$ cat config.mk
export PLATFORM = sky130hd
export DESIGN_NAME = tlc_signal_head
export DESIGN_NICKNAME = d
export VERILOG_FILES = /design/src/rtl/tlc_signal_head.sv
export SDC_FILE = /design/constraint.sdc
export NUM_CORES = 1
export LEC_CHECK = 0
export ABC_AREA = 0
export BUFFER_PORTS_ARGS = -buffer_cell sky130_fd_sc_hd__buf_2
export CELL_PAD_IN_SITES_DETAIL_PLACEMENT = 1
export CELL_PAD_IN_SITES_GLOBAL_PLACEMENT = 1
export CORE_MARGIN = 1.5
export CORE_UTILIZATION = 40
export CTS_CLUSTER_DIAMETER = 60
export CTS_CLUSTER_SIZE = 16
export DETAILED_ROUTE_END_ITERATION = 10
export HOLD_SLACK_MARGIN = 0.15
export PLACE_DENSITY_LB_ADDON = 0.1
export SLEW_MARGIN = 20
export SYNTH_ARGS = -nofsm -noshare
export SYNTH_HDL_FRONTEND = slang
export SYNTH_SLANG_ARGS = --single-unit
$ cat constraint.sdc
create_clock -name clk -period 2.7 [get_ports clk]
set_input_delay 0.54 -clock clk [delete_from_list [all_inputs] [get_ports clk]]
set_output_delay 0.54 -clock clk [all_outputs]
set_load 0.05 [all_outputs]
$ cat src/rtl/tlc_signal_head.sv
// Responder-side signal head: sequences green -> yellow -> all-red per request on dir
// and raises ok once the granted direction has held green for its minimum time.
module tlc_signal_head #(
    parameter int MIN_GRN = 4,
    parameter int YEL_CYC = 2,
    parameter int RED_CYC = 1
) (
    input  logic       clk,
    input  logic       rst,
    input  logic [1:0] dir,
    output logic       ok,
    output logic [1:0] grant,
    output logic [8:0] lights
);

    typedef enum logic [1:0] {ALLRED, GREEN, YELLOW} state_t;

    localparam logic [7:0] GRN_LD = 8'(MIN_GRN - 1);
    localparam logic [7:0] YEL_LD = 8'(YEL_CYC - 1);
    localparam logic [7:0] RED_LD = 8'(RED_CYC - 1);
    localparam logic [1:0] NONE   = 2'b11;

    state_t     state;
    logic [7:0] tmr;
    logic [1:0] cur;

    always_ff @(posedge clk or negedge rst) begin
        if (!rst) begin
            state <= ALLRED;
            tmr   <= RED_LD;
            cur   <= 2'b00;
        end else begin
            case (state)
                ALLRED: begin
                    if (tmr != 8'd0) begin
                        tmr <= tmr - 8'd1;
                    end else if (dir != NONE) begin
                        // the only point where a new direction is sampled
                        cur   <= dir;
                        state <= GREEN;
                        tmr   <= GRN_LD;
                    end
                end
                GREEN: begin
                    if (tmr != 8'd0) begin
                        tmr <= tmr - 8'd1;
                    end else if (dir != cur) begin
                        state <= YELLOW;
                        tmr   <= YEL_LD;
                    end
                end
                YELLOW: begin
                    if (tmr != 8'd0) begin
                        tmr <= tmr - 8'd1;
                    end else begin
                        state <= ALLRED;
                        tmr   <= RED_LD;
                    end
                end
                default: begin
                    state <= ALLRED;
                    tmr   <= RED_LD;
                end
            endcase
        end
    end

    // Outputs decode registered state only, so dir never reaches the lamps directly.
    logic [2:0] grp;

    always_comb begin
        lights = 9'b001_001_001;
        grp    = (state == GREEN) ? 3'b100 : 3'b010;
        if (state == GREEN || state == YELLOW) begin
            case (cur)
                2'b00:   lights[8:6] = grp;
                2'b01:   lights[5:3] = grp;
                default: lights[2:0] = grp;
            endcase
        end
    end

    assign ok    = (state == GREEN) && (tmr == 8'd0);
    assign grant = cur;

endmodule

Word level (Yosys, flattened, before mapping)

Cells that the tools add are included.
Widths: inputs -> output; s select.

Add/sub/neg operators: 1
Reductions and logical operators: 10
Equality and inequality tests: 12
Bitwise gates (word level): 1
Mux-type cells: 17

Operators by type and width:

| cell                | number |
|---|---|
| $mux 8              | 5 |
| $pmux 8 s3          | 1 |
| $mux 3              | 4 |
| $ne 2x2->1 const B  | 6 |
| $mux 2              | 5 |
| $mux 9              | 1 |
| $logic_not 8->1     | 1 |
| $reduce_bool 8->1   | 1 |
| $sub 8x1->8 const B | 1 |
| $ne 3x3->1 const B  | 2 |
| $pmux 2 s3          | 1 |
| $reduce_and 5->1    | 1 |
| $eq 2x1->1 const B  | 2 |
| $logic_not 2->1     | 2 |
| $reduce_and 3->1    | 1 |
| $eq 2x2->1 const B  | 1 |
| $ne 2x2->1          | 1 |
| $reduce_and 2->1    | 1 |
| $reduce_or 2->1     | 1 |
| $logic_and 1x1->1   | 1 |
| $logic_or 1x1->1    | 1 |
| $not 1->1           | 1 |

Input port bits: 4
Output and inout port bits: 12
Word-level logic and storage cells: 44
Register bits after elaboration: 12

Longest topological paths before layout

Depth in word-level cells: 4
Mapped depth: 7
Mapped depth without buffers: 6

Worst setup path after synthesis

No wires, ideal clock.

Path kind: flip-flop to output port
Start point: register cur[0] (netlist: grant[0])
End point: output lights[4]
Stages on the path, launching flop included: 3
Data arrival time: 2.117 ns
Slack: 0.043 ns
Cells stage by stage: dfrtp_1 -> nand3b_1 -> nor2_1

Longest elaborated chain between the ends: 3

RTL lines:

| item                   | RTL line | RTL |
|---|---|---|
| from (decl)            | 25       | `logic [1:0] cur;` |
| from (signal assigned) | 39       | `cur <= dir;` |
| $eq 2x1->1             | 75       | `case (cur)` |
| $mux 3                 | 75       |  |
| $mux 9                 | 74       | `if (state == GREEN \|\| state == YELLOW) begin` |
| to (decl)              | 13       | `output logic [8:0] lights` |

Every way passes these cells.

Worst setup path after layout

Start point: register state[0]
End point: output lights[8]

Longest elaborated chain between the ends: 4

RTL lines:

| item                   | RTL line | RTL |
|---|---|---|
| from (decl)            | 23       | `state_t state;` |
| from (signal assigned) | 29       | `state <= ALLRED;` |
| from (signal assigned) | 40       | `state <= GREEN;` |
| from (signal assigned) | 48       | `state <= YELLOW;` |
| $eq 2x1->1             | 73, 74   |  |
| $mux 3                 | 73       | `grp = (state == GREEN) ? 3'b100 : 3'b010;` |
| $mux 3                 | 75       |  |
| $mux 9 (*)             | 74       |  |

Every way passes the cells marked *; elsewhere a longest branch is shown, timed or not.

==> impl_metrics.tcl <==
set metrics [dict create \
    post_cts_resized 0 \
    wirelength_um 1950 \
    syn_nets 100 \
    min_from "tmr[7]$_DFFE_PN0P_" \
    n_antenna_cell 0 \
    grt-ovfl-total 0 \
    layout_common_cells "nor2_1, buf_2, dfrtp_1, inv_1, ha_1" \
    grt_pass1_wl_um 3250 \
    slew-limit-headroom 0.680 \
    syn_inst 90 \
    grt_pass1_vias 715 \
    slew_violations 0 \
    worstSetupStartpoint "state[0]$_DFFE_PN0P_" \
    antenna_found_initial 0 \
    drtPass1Iterations 4 \
    timing.rr.start "state[1]$_DFFE_PN0P_" \
    drive_gt1_frac 0.273 \
    cts_tree "built" \
    yosysTopAreaCellShare 0.360 \
    via_per_inst 5.03 \
    crit_slowest_cell "or3b_2" \
    final-seq-area_sq_um 300 \
    rsz0062_at_grt "no" \
    io-pin-count 16 \
    layout_commonest_cell "nor2_1" \
    path_class "flip-flop to output pin" \
    path_buf_inv 2 \
    vias 689 \
    crit_cells 5 \
    crit_chain "inv_1 > ha_1 > or3b_2 > nor2_1 > buf_2" \
    maxCapViolCount 0 \
    fin_crit_sh 0.919 \
    place.port_buffers 15 \
    cpPeakStageDelay_ns 0.48 \
    die_x_um 48.6 \
    netlist_area_sq_um 833 \
    multi_input_area_sq_um 502 \
    skew_ns 0.00348 \
    seq_area_frac_synth 0.360 \
    ys_seq_elements 12 \
    clkTransAtPathRegs_ns 0.08 \
    async_flop_share 1.00 \
    cts_buffers 3 \
    synth-main-ff-cell "dfrtp_1" \
    fmax_mhz 403 \
    postCtsSetupRepairBufs 0 \
    ant_nets 0 \
    gr-usage-all-layers 0.182 \
    finalSetupViolCount 0 \
    worst_slew_pin_slew_ns 0.477 \
    yosysUniqueCellTypes 34 \
    core-area_sq_mm 0.00196 \
    hold_viol_final 0 \
    outcome "complete, no violations" \
    synth_edf_count 0 \
    cts.sinks 12 \
    die_y_um 48.6 \
    grt_max_degree 13 \
    yosysTopAreaCell "dfrtp_1" \
    synth.area.top_cells "dfrtp_1, ha_1, nor2_1, xnor2_1, a32oi_4" \
    fp.dieArea_sq_mm 0.00237 \
    crit_path_end_kind "output pin" \
    critical_path.top_delay_family "simple AND/OR/NAND/NOR gates" \
    synthToLayoutAreaGrowth_pct 18.9 \
    gp_congestion 0.783 \
    root_buffer "clkbuf_4" \
    min_period_ns 2.48 \
    nNetsFinal 121 \
    worstSkewPairLatency_ns 0.28 \
    place_hpwl_um 1470 \
    clockBufferDepth 2 \
    cp.required_ns 2.16 \
    worstPathArrival_ns 1.94 \
    fin_setup_tns_ns 0 \
    ys_warn_count 0 \
    worstHoldPathCells 2 \
    row_count 16 \
    postSynthAreaPerCell_sq_um 9.26 \
    path_max_fanout 4 \
    worst-r2r-cell-count 6 \
    nFillCells 254 \
    wire_per_inst_um 14.2 \
    hold_class "flip-flop to flip-flop" \
    ctsHtreeMaxLevel 1 \
    initial_core_util 0.425 \
    critPathLaunchType "flip-flop" \
    route.detailed.drc 0 \
    drtIter0Drc 7 \
]
-- registers in the layout, indices dropped and copies added (netlist names) --
signal	cells
tmr	8
grant	2
state	2
-- layout make-up --
class / instances / area share
repair buffers: 17 / 0.0934
flip-flops and latches: 12 / 0.303
multi-input cells: 70 / 0.506
inverters: 7 / 0.0265
clock buffers: 4 / 0.0366
well taps: 27 / 0.0341
-- what timing repair did --
item,4_1_cts,5_1_grt
hold buffers,1,0
endpoints found under the setup margin,0,0
hold endpoints to repair,12,0
-- metal layers --
metal / vias up / part of all wire / track usage
li1: 344 / - / -
met1: 327 / 0.48 / 0.234
met2: 14 / 0.47 / 0.292
met3: 4 / 0.038 / 0.0463
met4: 0 / 0.014 / 0.0714
met5: - / 0 / 0
-- worst reg2reg max path: cells and delay by family (launching register included) --
family	cells	cell delay, ns
compound gates	3	0.50
fa+ha+maj	1	0.34
buf+inv	1	0.08
flops	1	0.37
simple gates	1	0.36
-- kinds of logic (layout without fill, tap and decap cells) --
group / count (synthesis) / count (layout) / synth area share
adder cells (fa/ha/maj): 6 / 6 / 0.0901
AO/OA/AOI/OAI: 14 / 14 / 0.149
flip-flops: 12 / 12 / 0.360
AND/OR/NAND/NOR: 41 / 41 / 0.266
buffers and inverters: 8 / 28 / 0.0375
multiplexers: 2 / 2 / 0.0240
XOR/XNOR: 7 / 7 / 0.0736
-- Yosys cell counts (2+ instances only) --
library cell and n:
nor2_1 19, dfrtp_1 12, inv_1 7, ha_1 6, nand2_1 5, xnor2_1 5
a21oi_1 4, mux2i_1 2, nand2b_1 2, nor3_1 2, o21ai_2 2, xor2_1 2
-- path summary, 6_finish.rpt --
path	to	slack [ns]
max in group asynchronous	tmr[6]$_DFFE_PN0P_	1.80
max reg2reg	tmr[0]$_DFFE_PN0P_	0.95
min	tmr[7]$_DFFE_PN0P_	0.56
min reg2reg	tmr[7]$_DFFE_PN0P_	0.56
min in group asynchronous	tmr[0]$_DFFE_PN0P_	0.67
max	lights[8]	0.22
-- per-stage QoR --
| step | hold WS (ns) | instance area [sq um] | setup slack [ns] | std cells | utilization |
|---|---|---|---|---|---|
| floorplan | 0.244 | 833 | 0.0427 | 90 | - |
| global placement | 0.443 | 945 | 0.595 | 132 | 0.482 |
| detailed placement | 0.448 | 945 | 0.531 | 132 | 0.482 |
| CTS | 0.560 | 991 | 0.212 | 137 | 0.505 |
| global route | 0.585 | 991 | 0.0888 | 137 | 0.505 |
| finish | 0.557 | 991 | 0.219 | 137 | 0.505 |
Power is left out: the tool's default activity adds up to more than one toggle a clock period on the data nets, which glitch-free logic cannot reach.
